### src/rtl/click_decoder_pkg.sv
// Shared types, default parameters and width helper for the click decoder.
package click_pkg;

    typedef enum logic {
        IDLE,
        COUNT
    } state_t;

    localparam int unsigned DEF_WINDOW_CYCLES  = 25_000_000;
    localparam int unsigned DEF_MAX_CLICKS     = 3;
    localparam int unsigned DEF_LOCKOUT_CYCLES = 1_000_000;

    // Bits needed to hold values 0..max_val, never less than one.
    function automatic int unsigned width_for(input int unsigned max_val);
        return (max_val < 2) ? 1 : $clog2(max_val + 1);
    endfunction

endpackage

### src/rtl/click_decoder_if.sv
// Press-pulse input and gesture report outputs of the click decoder.
interface click_decoder_if #(
    parameter int unsigned CNT_W = click_pkg::width_for(click_pkg::DEF_MAX_CLICKS)
) ();

    logic             press_pulse;
    logic             busy;
    logic             click_valid;
    logic [CNT_W-1:0] click_count;
    logic             click_sat;

    modport master (
        output press_pulse,
        input  busy,
        input  click_valid,
        input  click_count,
        input  click_sat
    );

    modport slave (
        input  press_pulse,
        output busy,
        output click_valid,
        output click_count,
        output click_sat
    );

endinterface

### src/rtl/click_decoder_cycle_timer.sv
// Loadable down-counter that parks at zero; zero_o flags the parked state.
module cycle_timer #(
    parameter int unsigned WIDTH = 8
) (
    input  logic             clk,
    input  logic             rst,
    input  logic             load_i,
    input  logic [WIDTH-1:0] load_val_i,
    output logic             zero_o
);

    logic [WIDTH-1:0] cnt_q;

    always_ff @(posedge clk or posedge rst) begin
        if (rst) begin
            cnt_q <= '0;
        end else if (load_i) begin
            cnt_q <= load_val_i;
        end else if (cnt_q != '0) begin
            cnt_q <= cnt_q - WIDTH'(1);
        end
    end

    assign zero_o = (cnt_q == '0);

endmodule

### src/rtl/click_decoder.sv
// Groups debounced press pulses into multi-click gestures and reports the count.
// Optional post-accept pulse lockout is enabled by defining CLICK_LOCKOUT_EN.
module click_decoder
    import click_pkg::*;
#(
    parameter int unsigned WINDOW_CYCLES  = DEF_WINDOW_CYCLES,
    parameter int unsigned MAX_CLICKS     = DEF_MAX_CLICKS,
    parameter int unsigned LOCKOUT_CYCLES = DEF_LOCKOUT_CYCLES
) (
    input logic            clk,
    input logic            rst,
    click_decoder_if.slave bus
);

    localparam int unsigned CNT_W = width_for(MAX_CLICKS);
    localparam int unsigned TW    = width_for(WINDOW_CYCLES - 1);
    localparam logic [CNT_W-1:0] MAX_C = CNT_W'(MAX_CLICKS);
    localparam logic [CNT_W-1:0] ONE_C = CNT_W'(1);
    localparam logic             SAT_ON_FIRST = (MAX_CLICKS == 1);

    if (WINDOW_CYCLES < 2) begin : g_bad_window
        $error("click_decoder: WINDOW_CYCLES must be >= 2");
    end
    if (MAX_CLICKS < 1) begin : g_bad_max
        $error("click_decoder: MAX_CLICKS must be >= 1");
    end
    if (LOCKOUT_CYCLES < 1 || LOCKOUT_CYCLES >= WINDOW_CYCLES) begin : g_bad_lockout
        $error("click_decoder: LOCKOUT_CYCLES must be in [1, WINDOW_CYCLES)");
    end

    logic accept;
    logic win_zero;

`ifdef CLICK_LOCKOUT_EN
    logic lock_zero;

    // Lockout fits the window timer width because LOCKOUT_CYCLES < WINDOW_CYCLES.
    cycle_timer #(.WIDTH(TW)) u_lock_timer (
        .clk        (clk),
        .rst        (rst),
        .load_i     (accept),
        .load_val_i (TW'(LOCKOUT_CYCLES)),
        .zero_o     (lock_zero)
    );

    assign accept = bus.press_pulse && lock_zero;
`else
    assign accept = bus.press_pulse;
`endif

    cycle_timer #(.WIDTH(TW)) u_win_timer (
        .clk        (clk),
        .rst        (rst),
        .load_i     (accept),
        .load_val_i (TW'(WINDOW_CYCLES - 1)),
        .zero_o     (win_zero)
    );

    state_t           state_q;
    logic [CNT_W-1:0] acc_q;
    logic             sat_q;
    logic             busy_q;
    logic             valid_q;
    logic [CNT_W-1:0] count_q;
    logic             csat_q;

    always_ff @(posedge clk or posedge rst) begin
        if (rst) begin
            state_q <= IDLE;
            acc_q   <= '0;
            sat_q   <= 1'b0;
            busy_q  <= 1'b0;
            valid_q <= 1'b0;
            count_q <= '0;
            csat_q  <= 1'b0;
        end else begin
            valid_q <= 1'b0;
            case (state_q)
                IDLE: begin
                    if (accept) begin
                        state_q <= COUNT;
                        acc_q   <= ONE_C;
                        sat_q   <= SAT_ON_FIRST;
                        busy_q  <= 1'b1;
                    end
                end
                COUNT: begin
                    if (win_zero) begin
                        count_q <= acc_q;
                        csat_q  <= sat_q;
                        valid_q <= 1'b1;
                        // A pulse on the expiry cycle opens the next gesture directly.
                        if (accept) begin
                            acc_q <= ONE_C;
                            sat_q <= SAT_ON_FIRST;
                        end else begin
                            state_q <= IDLE;
                            acc_q   <= '0;
                            sat_q   <= 1'b0;
                            busy_q  <= 1'b0;
                        end
                    end else if (accept) begin
                        if (acc_q >= MAX_C) begin
                            sat_q <= 1'b1;
                        end else begin
                            acc_q <= acc_q + ONE_C;
                            if (acc_q + ONE_C == MAX_C) begin
                                sat_q <= 1'b1;
                            end
                        end
                    end
                end
                default: state_q <= IDLE;
            endcase
        end
    end

    assign bus.busy        = busy_q;
    assign bus.click_valid = valid_q;
    assign bus.click_count = count_q;
    assign bus.click_sat   = csat_q;

endmodule

### src/flat_wrapper.sv
// flat-port wrapper written by rule: the top's interface ports become plain ports
module click_decoder_flat import click_pkg::*;
#(
    parameter int unsigned WINDOW_CYCLES  = DEF_WINDOW_CYCLES,
    parameter int unsigned MAX_CLICKS     = DEF_MAX_CLICKS,
    parameter int unsigned LOCKOUT_CYCLES = DEF_LOCKOUT_CYCLES
)
  (clk, rst, bus_press_pulse, bus_busy, bus_click_valid, bus_click_count, bus_click_sat);
  click_decoder_if #(.CNT_W(($clog2((3) + 1)))) bus_i ();
  input logic clk;
  input logic rst;
  input wire logic [$bits(bus_i.press_pulse)-1:0] bus_press_pulse;
  output wire logic [$bits(bus_i.busy)-1:0] bus_busy;
  output wire logic [$bits(bus_i.click_valid)-1:0] bus_click_valid;
  output wire logic [$bits(bus_i.click_count)-1:0] bus_click_count;
  output wire logic [$bits(bus_i.click_sat)-1:0] bus_click_sat;
  assign bus_i.press_pulse = bus_press_pulse;
  assign bus_busy = bus_i.busy;
  assign bus_click_valid = bus_i.click_valid;
  assign bus_click_count = bus_i.click_count;
  assign bus_click_sat = bus_i.click_sat;
  click_decoder #(.WINDOW_CYCLES(WINDOW_CYCLES), .MAX_CLICKS(MAX_CLICKS), .LOCKOUT_CYCLES(LOCKOUT_CYCLES)) u_core (.clk(clk), .rst(rst), .bus(bus_i));
endmodule
### config.mk
export PLATFORM = sky130hd
export DESIGN_NAME = click_decoder_flat
export DESIGN_NICKNAME = d
export VERILOG_FILES = /design/src/rtl/click_decoder_pkg.sv /design/src/rtl/click_decoder_if.sv /design/src/rtl/click_decoder_cycle_timer.sv /design/src/rtl/click_decoder.sv /design/src/flat_wrapper.sv
export SDC_FILE = /design/constraint.sdc
export NUM_CORES = 1
export LEC_CHECK = 0
export ABC_CLOCK_PERIOD_IN_PS = 3300
export BUFFER_PORTS_ARGS = -buffer_cell sky130_fd_sc_hd__buf_2
export CAP_MARGIN = 20
export CORE_UTILIZATION = 60
export CTS_CLUSTER_DIAMETER = 30
export DETAILED_ROUTE_END_ITERATION = 8
export PLACE_DENSITY = 0.86
export SYNTH_ARGS = -nofsm -noshare
export SYNTH_HDL_FRONTEND = slang
export SYNTH_SLANG_ARGS = --single-unit
### constraint.sdc
create_clock -name clk -period 3.3 [get_ports clk]
set_input_delay 0.33 -clock clk [delete_from_list [all_inputs] [get_ports clk]]
set_output_delay 0.33 -clock clk [all_outputs]
set_load 0.005 [all_outputs]
==> results.tsv <==
metric	value	unit
timing.final.crit_share	0.8604	
reg2reg_from	u_core.u_win_timer.cnt_q[3]	
drc	0	
die_h	56.91	um
ys_seq_area_frac	0.4703	
firstDrtPassIters	4	
syn_inst	184	
cts_resized	0	
gp_congestion	0.8467	
worst-r2r-setup-slack	460	ps
wl	3.933	mm
grt_max_degree	35	
synth_seq_cells	34	
path_class	reg2reg	
synthArstFlopShare	1.000	
hold_violations	0	
synthXorXnorAreaFrac	0.02905	
tritoncts	done	
ant_nets	0	
die_w	56.91	um
avgSynthCellArea	9.833	sq um
synth_area_leaders	dfrtp_1 (47%), or4_1 (4.6%), o21ai_0 (3.9%), nor4_1 (3.8%), o31ai_1 (3.3%)	
grt_pass1_vias	1451	
nets	197	
design.core.area	0.002805	sq mm
diodes	0	
vias	1476	
synth_adder_area_share	0.02766	
ios	8	
areaGrowthSynthToFinish	5.532	%
fill_cells	217	
crit_chain	or4_1, or4_4, nor2_2, buf_4, nor4_1, mux2_2	
synth_mux_area_frac	0.03665	
worstSetupEndpoint	u_core.u_win_timer.cnt_q[17]	
p_leak	0.7046	nW
cp-end-kind	flop	
netlist_area	0.001809	sq mm
fp-row-count	19	
synth.distinct_cells	37	
yosys.area.top_type	dfrtp_1	
required	3560	ps
cts.sinks	34	
peakVddDrop	0.0003598	V
ys.flop_type	dfrtp_1	
r2r-end	u_core.u_win_timer.cnt_q[17]	
cts_hold_buf	0	
initial_core_util	0.6450	
clk_latency	350	ps
synth-simple-area-share	0.2690	
path_clk_slew	120	ps
crit_arrival	3090	ps
outcome	completed	
setup_tns	0	ps
drive_gt1_frac	0.1414	
place_area	0.001846	sq mm
finalPower	809.2	uW
min_period	2839	ps
vias_per_cell	6.649	
crit_fanout	23	
htreeDepth	2	
max-slew-margin-rel	0.5813	
finalSetupViolations	0	
cp_slowest_cell	or4_4	
io_buffers	7	
startpoint_type	flop	
slew_viol_final	0	
routedWlPerCell	17.72	um
syn_nets	191	
gr-total-overflow	0	
finClkSkew	21.33	ps
worst_slew_pin_slew	622.3	ps
yosysWarnings	0	
drv_cap	0	
antenna_found_initial	0	
design_area	0.001909	sq mm
hp-class	in2async	
root_buffer	clkbuf_4	
drt-initial-drc-count	76	
crit_start	u_core.u_win_timer.cnt_q[3]	
rr_worst_depth	6	
dp_hpwl	2.702	mm
rsz0062_at_grt	no	
postCtsSetupBuffers	0	
die-area	0.003239	sq mm
synth_compound_area_frac	0.1238	
grtUsageTotal	0.2704	
max_stage_delay	610	ps
max_freq	352.2	MHz
cts.path.max_buffers	2	
cts_buffers	5	
power_density	423.8	mW/mm^2
grt_pass1_wl	6.568	mm
synth_top_area_share	0.4703	
synth_edf_count	0	
synth_top_family_by_area	simple AND/OR/NAND/NOR gates	
-- kinds of logic (layout without fill, tap and decap cells) --
kind of cell | after synthesis | in the layout
fa+ha+maj | 4 | 4
buf+inv | 17 | 24
flops | 34 | 34
mux | 6 | 6
simple gates | 81 | 81
xor+xnor | 6 | 6
compound gates | 36 | 36
-- area by class of cell --
type	instances	area, sq um	share of cell area
clock inverter	2	12.51	0.006553
clock buffer	6	51.30	0.02687
inverter	7	26.28	0.01376
sequential	34	850.8	0.4456
timing repair buffer	9	50.05	0.02621
tap	31	38.79	0.02031
multi-input combinational	133	879.6	0.4607
-- layout by cell type, fill, tap and decap left out, types with 8 or more instances in the layout --
cell      n
or4_1    11
nor2_1   10
o31ai_1   8
a21oi_1   8
o21ai_0  14
dfrtp_1  34
nand3_1   8
nor4_1   11
nand2_1  10
-- worst min path at each step --
| stage | startpoint | endpoint | depth (start not counted) |
|---|---|---|---|
| after floorplan | u_core.state_q | u_core.acc_q[0] | 1 |
| after CTS | rst | u_core.u_win_timer.cnt_q[17] | 3 |
| after detailed placement | rst | u_core.u_win_timer.cnt_q[16] | 3 |
| after global routing | rst | u_core.u_win_timer.cnt_q[16] | 3 |
| after global placement | rst | u_core.u_win_timer.cnt_q[15] | 3 |
| final | rst | u_core.u_win_timer.cnt_q[16] | 3 |
-- flip-flops by register name (all words and copies together), names as in the netlist --
name                      flops
u_core.bus.busy               1
u_core.acc_q                  2
u_core.bus.click_count        2
u_core.bus.click_sat          1
u_core.bus.click_valid        1
u_core.state_q                1
u_core.sat_q                  1
u_core.u_win_timer.cnt_q     25
-- critical path, delay by kind of cell, from the launching register on --
| kind | cells | cell delay, ps |
|---|---|---|
| mux | 1 | 270 |
| flops | 1 | 460 |
| buf+inv | 1 | 330 |
| simple gates | 4 | 1690 |
-- metal layers --
layer	GRT usage	wire length, um	up-vias
li1	-	-	692
met5	0	0	-
met4	0.1115	91	0
met3	0.07834	188	14
met2	0.4353	1988	54
met1	0.3435	1664	716
-- metrics by stage --
step,hold WS [ps],util,std cells,setup slack (ps)
after global routing,81.92,0.6806,222,358.2
after global placement,432.4,0.6579,214,642.0
after floorplan,461.7,-,184,870.2
after detailed placement,447.6,0.6579,214,505.5
final,48.62,0.6806,222,460.7
after CTS,58.24,0.6806,222,496.7
-- synth_stat cells (2+ instances only) --
library cell / count
nor4_1: 11
buf_2: 3
mux2_2: 5
nand2b_1: 4
ha_1: 4
nor3_1: 6
o31ai_1: 8
or3_1: 7
o31a_1: 2
nor2_1: 10
inv_1: 7
clkbuf_1: 4
dfrtp_1: 34
nand2_1: 10
or4_1: 11
o21ai_0: 14
nand3_1: 8
o211ai_1: 2
nor2b_1: 4
xor2_1: 5
nand4b_1: 2
a21oi_1: 8
-- power by group --
part           leakage (nW)  internal, mW  total (mW)  switching [mW]
Clock                0.0343         0.102       0.253           0.150
Sequential            0.378         0.438       0.460          0.0216
Combinational         0.293        0.0411      0.0965          0.0554
Note: power is estimated with default switching activity, not from simulation.
